===== config.mk =====
export PLATFORM = sky130hd
export DESIGN_NAME = mem_apb_router
export DESIGN_NICKNAME = d
export VERILOG_FILES = /design/src/rtl/mem_apb_router.sv
export SDC_FILE = /design/constraint.sdc
export NUM_CORES = 1
export LEC_CHECK = 0
export BUFFER_PORTS_ARGS = -buffer_cell sky130_fd_sc_hd__buf_2
export CAP_MARGIN = 20
export CORE_AREA = 2 2 140 142
export CTS_CLUSTER_SIZE = 16
export DETAILED_ROUTE_END_ITERATION = 10
export DIE_AREA = 0 0 142 144
export GPL_ROUTABILITY_DRIVEN = 1
export SETUP_SLACK_MARGIN = 0.3
export SLEW_MARGIN = 20
export SYNTH_ARGS = -nofsm -noshare
export SYNTH_HDL_FRONTEND = slang
export SYNTH_SLANG_ARGS = --single-unit

===== constraint.sdc =====
create_clock -name m_apb_pclk_i -period 8.4 [get_ports m_apb_pclk_i]
set_input_delay 0 -clock m_apb_pclk_i [delete_from_list [all_inputs] [get_ports m_apb_pclk_i]]
set_output_delay 0 -clock m_apb_pclk_i [all_outputs]
set_load 0.01 [all_outputs]

===== src/rtl/mem_apb_router.sv =====
// mem_apb_router: steers core requests to the data cache or to an APB master port,
// with per-slave window decode, access timeout and one-cycle response.
module mem_apb_router #(
   parameter int              XLEN     = 32,
   parameter int              NSLV     = 4,
   parameter logic [XLEN-1:0] APB_BASE = 32'h4000_0000,
   parameter int              SLV_AW   = 12,
   parameter int              TIMEOUT  = 255
) (
   input  logic              m_apb_pclk_i,
   input  logic              m_apb_preset_i,
   input  logic              req_valid_i,
   output logic              req_ready_o,
   input  logic              req_write_i,
   input  logic [XLEN-1:0]   req_addr_i,
   input  logic [XLEN-1:0]   req_wdata_i,
   input  logic [XLEN/8-1:0] req_strb_i,
   output logic              resp_valid_o,
   output logic [XLEN-1:0]   resp_rdata_o,
   output logic              resp_err_o,
   output logic [XLEN-1:0]   dcache_addr_o,
   output logic              dcache_read_en_o,
   output logic              dcache_write_en_o,
   output logic [XLEN-1:0]   dcache_write_data_o,
   input  logic [XLEN-1:0]   dcache_read_data_i,
   output logic [XLEN-1:0]   m_apb_paddr_o,
   output logic              m_apb_pwrite_o,
   output logic [NSLV-1:0]   m_apb_psel_o,
   output logic              m_apb_penable_o,
   output logic [XLEN-1:0]   m_apb_pwdata_o,
   output logic [XLEN/8-1:0] m_apb_pstrb_o,
   input  logic              m_apb_pready_i,
   input  logic [XLEN-1:0]   m_apb_prdata_i,
   input  logic              m_apb_pslverr_i
);
   localparam int IW = NSLV > 1 ? $clog2(NSLV) : 1;
   localparam int OW = XLEN - 4 - SLV_AW;
   localparam int CW = $clog2(TIMEOUT + 1) > 8 ? $clog2(TIMEOUT + 1) : 8;
   typedef enum logic [2:0] {IDLE, DC_RESP, SETUP, ACCESS, RESP} state_t;
   state_t            state_q;
   logic [CW-1:0]     cnt_q;
   logic [XLEN-1:0]   paddr_q, pwdata_q, rdata_q;
   logic [XLEN/8-1:0] pstrb_q;
   logic [NSLV-1:0]   psel_q;
   logic              pwrite_q, penable_q, valid_q, err_q;
   logic              accept, is_apb;
   logic [OW-1:0]     slv;
   assign req_ready_o = state_q == IDLE && !m_apb_preset_i;
   assign accept = req_valid_i && req_ready_o;
   assign is_apb = req_addr_i[XLEN-1:XLEN-4] == APB_BASE[XLEN-1:XLEN-4];
   // Whole offset above the slave window is decoded so addresses past the last slave fault instead of aliasing.
   assign slv = req_addr_i[XLEN-5:SLV_AW];
   assign dcache_addr_o = req_addr_i;
   assign dcache_write_data_o = req_wdata_i;
   assign dcache_read_en_o = accept && !is_apb && !req_write_i;
   assign dcache_write_en_o = accept && !is_apb && req_write_i;
   assign resp_valid_o = valid_q;
   assign resp_rdata_o = rdata_q;
   assign resp_err_o = err_q;
   assign m_apb_paddr_o = paddr_q;
   assign m_apb_pwrite_o = pwrite_q;
   assign m_apb_psel_o = psel_q;
   assign m_apb_penable_o = penable_q;
   assign m_apb_pwdata_o = pwdata_q;
   assign m_apb_pstrb_o = pstrb_q;
   always_ff @(posedge m_apb_pclk_i or posedge m_apb_preset_i) begin
      if (m_apb_preset_i) begin
         state_q   <= IDLE;
         cnt_q     <= '0;
         paddr_q   <= '0;
         pwdata_q  <= '0;
         rdata_q   <= '0;
         pstrb_q   <= '0;
         psel_q    <= '0;
         pwrite_q  <= 1'b0;
         penable_q <= 1'b0;
         valid_q   <= 1'b0;
         err_q     <= 1'b0;
      end else begin
         case (state_q)
            IDLE: if (accept) begin
               if (!is_apb) begin
                  state_q <= DC_RESP;
                  valid_q <= 1'b1;
                  err_q   <= 1'b0;
                  rdata_q <= req_write_i ? '0 : dcache_read_data_i;
               end else if (slv < OW'(NSLV)) begin
                  state_q  <= SETUP;
                  cnt_q    <= '0;
                  paddr_q  <= req_addr_i;
                  pwdata_q <= req_wdata_i;
                  pstrb_q  <= req_write_i ? req_strb_i : '0;
                  pwrite_q <= req_write_i;
                  psel_q   <= NSLV'(1) << slv[IW-1:0];
               end else begin
                  state_q <= RESP;
                  valid_q <= 1'b1;
                  err_q   <= 1'b1;
                  rdata_q <= '0;
               end
            end
            SETUP: begin
               state_q   <= ACCESS;
               penable_q <= 1'b1;
            end
            ACCESS: if (m_apb_pready_i || cnt_q == CW'(TIMEOUT - 1)) begin
               state_q   <= RESP;
               psel_q    <= '0;
               penable_q <= 1'b0;
               valid_q   <= 1'b1;
               err_q     <= m_apb_pready_i ? m_apb_pslverr_i : 1'b1;
               rdata_q   <= m_apb_pready_i && !pwrite_q ? m_apb_prdata_i : '0;
            end else begin
               cnt_q <= cnt_q + 1'b1;
            end
            default: begin
               state_q <= IDLE;
               valid_q <= 1'b0;
            end
         endcase
      end
   end
endmodule

==> flow_metrics.py <==
metrics = {
    "finish": {
        "fin_nets": 986,
        "layout.cells.non_filler": 1097,
        "fraction_of_layout_instances_using_a_drive_strength_above_1": 0.475,
        "postLayoutCellArea_sq_um": 8730,
        "layout.cells.most_common_list": "sky130_fd_sc_hd__buf_2, sky130_fd_sc_hd__dlygate4sd3_1, sky130_fd_sc_hd__dfrtp_1",
        "layout.cells.most_common": "sky130_fd_sc_hd__buf_2",
        "utilization": 0.458,
        "area_growth_syn_to_layout_pct": 56.3,
        "num_antenna_cells": 0,
    },
    "run": {
        "drv.max_cap_violation_count": 0,
    },
    "synth": {
        "synth.distinct_cells": 47,
        "synthesized_netlist_cell_count": 481,
        "syn_area_sq_um": 5590,
        "async_reset_ff_frac": 1.00,
        "syn-num-nets": 621,
        "yosys_most_used_dff": "sky130_fd_sc_hd__dfrtp_1",
        "synth.ff_latch_count": 119,
        "syn_area_per_cell_sq_um": 11.6,
        "yosysWarnings": 0,
        "synth.yosys.seq_area_share": 0.533,
        "synth_enable_flop_cells": 0,
    },
    "timing": {
        "final.setup.tns_ps": 0,
        "max_clock_freq_mhz": 388,
        "post-route-min-period_ps": 2570,
        "max_slew_margin": 0.395,
        "setup_viol_count_final": 0,
        "finalCritPeriodShare": 0.306,
        "final.setup_skew_ps": 10.6,
        "rsz0062_at_grt": "false",
        "tightestPinTransition_ps": 908,
        "final_hold_viol_count": 0,
        "slew_viol_final": 0,
    },
    "cts": {
        "clk_transition_reported_paths_ps": 50,
        "insertion_delay_ps": 410,
        "cts.hold.buffers_added": 120,
        "clock_tree.root_cell": "sky130_fd_sc_hd__clkbuf_16",
        "cts.htree.levels": 4,
        "tritoncts": "yes",
        "clock_path_buffers": 2,
        "cts_setup_buffers": 0,
        "cts_repair_resize_count": 0,
        "numCtsBuffers": 17,
        "clock_sinks": 119,
    },
    "placement": {
        "post-dp-hpwl_mm": 10.5,
        "placement.cell_area_sq_um": 6870,
        "place.port_buffers": 312,
        "place.detailed.instances": 943,
        "routabilityCongestion": 0.756,
    },
    "route": {
        "route.detailed.vias_per_inst": 4.59,
        "number_of_drc_violations_after_detailed_routing_iteration_0": 209,
        "detail_route.wirelength_mm": 16.5,
        "via_count": 5036,
        "drc": 0,
        "post_drt_wl_per_cell_um": 15.1,
        "detail_route.first_pass.iterations": 4,
        "final_antenna_net_count": 0,
    },
    "setup_path": {
        "cp_slowest_stage_delay_ps": 580,
        "cp.buffers_inverters": 2,
        "criticalPathCategory": "flop to flop",
        "crit_end_element": "flop",
        "crit_path_max_fanout": 21,
        "critical_path_cell_count": 6,
        "cp_cell_sequence": "nand3b_2 -> nor3b_4 -> buf_6 -> a22oi_1 -> dlygate4sd3_1 -> o21ai_0",
        "critical_path_required_ps": 8720,
        "worst-endpoint-arrival_ps": 2900,
        "critPathLaunchType": "flop",
        "cp_top_family": "simple AND/OR/NAND/NOR gates",
        "cp_slowest_cell": "sky130_fd_sc_hd__nor3b_4",
        "regToRegSetupSlack_ps": 5830,
        "reg2reg_depth": 6,
    },
    "floorplanning": {
        "horizontal_die_dimension_um": 142,
        "num_rows": 51,
        "coreArea_sq_um": 19100,
        "die_height_um": 144,
        "dieArea_sq_um": 20400,
        "design.portCount": 313,
        "floorplan.initialDensity": 0.293,
    },
    "grt": {
        "gr-usage-all-layers": 0.154,
        "globalRoute.totalOverflow": 0,
        "wire_length_of_the_first_global_routing_pass_mm": 24.8,
        "antenna_found_initial": 0,
        "via_count_of_the_first_global_routing_pass": 4892,
        "grt_start_max_net_pins": 71,
    },
    "worst_hold_path": {
        "worst_hold_path.num_cells": 2,
        "min-delay-path-class": "input port to flop",
    },
    "pwr": {
        "max-vdd-ir-drop_uv": 122,
        "p_leak_nw": 4.61,
        "power-per-cell-area_nw_per_um2": 207,
    },
    "run_status": {
        "run_status": "completed",
    },
}
-- stage by stage --
stage                     hold WS (ps)  worst slack, ps  total power, W
after global routing              32.5             5660         0.00190
after global placement             138             6040        0.000979
after detailed placement           142             5980        0.000982
after floorplan                   47.5             5240        0.000856
after CTS                         15.8             5520         0.00182
final                             32.8             5830         0.00181
-- cells in the mapped netlist, drive strengths merged (2+ instances only) --
master | number | area share
o21ai | 41 | 0.037
mux2 | 48 | 0.12
xnor2 | 2 | 0.0031
nor3 | 8 | 0.0081
o2bb2ai | 2 | 0.0031
ha | 2 | 0.0045
and4 | 2 | 0.0031
and3 | 2 | 0.0022
buf | 76 | 0.10
and2 | 19 | 0.022
nand3 | 40 | 0.037
dfrtp | 119 | 0.53
a21oi | 3 | 0.0027
nand2b | 4 | 0.0045
a22oi | 32 | 0.043
nor4 | 5 | 0.0067
nand4 | 2 | 0.0022
inv | 4 | 0.0027
a21o | 2 | 0.0027
nand2 | 18 | 0.012
nor2 | 17 | 0.012
clkbuf | 16 | 0.011
xor2 | 4 | 0.0063
-- registers in the layout (all words and copies together) (netlist names) --
register         count
m_apb_paddr_o       32
m_apb_pwdata_o      32
resp_rdata_o        32
cnt_q                8
m_apb_psel_o         4
m_apb_pstrb_o        4
state_q              3
m_apb_penable_o      1
m_apb_pwrite_o       1
resp_err_o           1
resp_valid_o         1
-- routing by layer --
| layer | global-route usage | vias to the layer above | part of all wire |
|---|---|---|---|
| met5 | 0 | - | 0 |
| met2 | 0.264 | 247 | 0.49 |
| met4 | 0.0516 | 0 | 0.014 |
| met3 | 0.0510 | 19 | 0.085 |
| li1 | - | 2378 | - |
| met1 | 0.183 | 2392 | 0.41 |
-- cell families (layout without fill, tap and decap cells) --
group,count (synthesis),after routing,share of synthesized area
AOI/OAI and AO/OA,87,87,0.0985
xor gates and xnor gates,6,6,0.00940
adders and majority gates,2,2,0.00448
buffers and inverters,96,474,0.115
DFF,119,119,0.533
muxes,48,48,0.117
and+or+nand+nor,123,123,0.123
-- path summary, 6_finish.rpt --
check	startpoint	end
min reg2reg	m_apb_paddr_o[30]	m_apb_paddr_o[30]
max in group asynchronous	m_apb_preset_i	resp_rdata_o[0]
min	req_write_i	m_apb_pwrite_o
max	state_q[2]	resp_rdata_o[3]
max reg2reg	state_q[2]	resp_rdata_o[3]
min in group asynchronous	m_apb_preset_i	m_apb_psel_o[3]
-- final cells by class --
cell class,instances,area [sq um]
Multi-Input combinational cell,266,1990
Clock buffer,19,443
Tap cell,238,298
Timing Repair Buffer,438,2820
Inverter,4,17.5
Clock inverter,13,194
Fill cell,1712,10300
Sequential cell,119,2980
-- power by group --
part           switching (W)  total [W]  internal, W  leakage, nW
registers          0.0000452   0.000683     0.000637         1.62
clock network       0.000271   0.000780     0.000508        0.309
logic               0.000179   0.000343     0.000164         2.69
(Power assumes the default switching activity.)
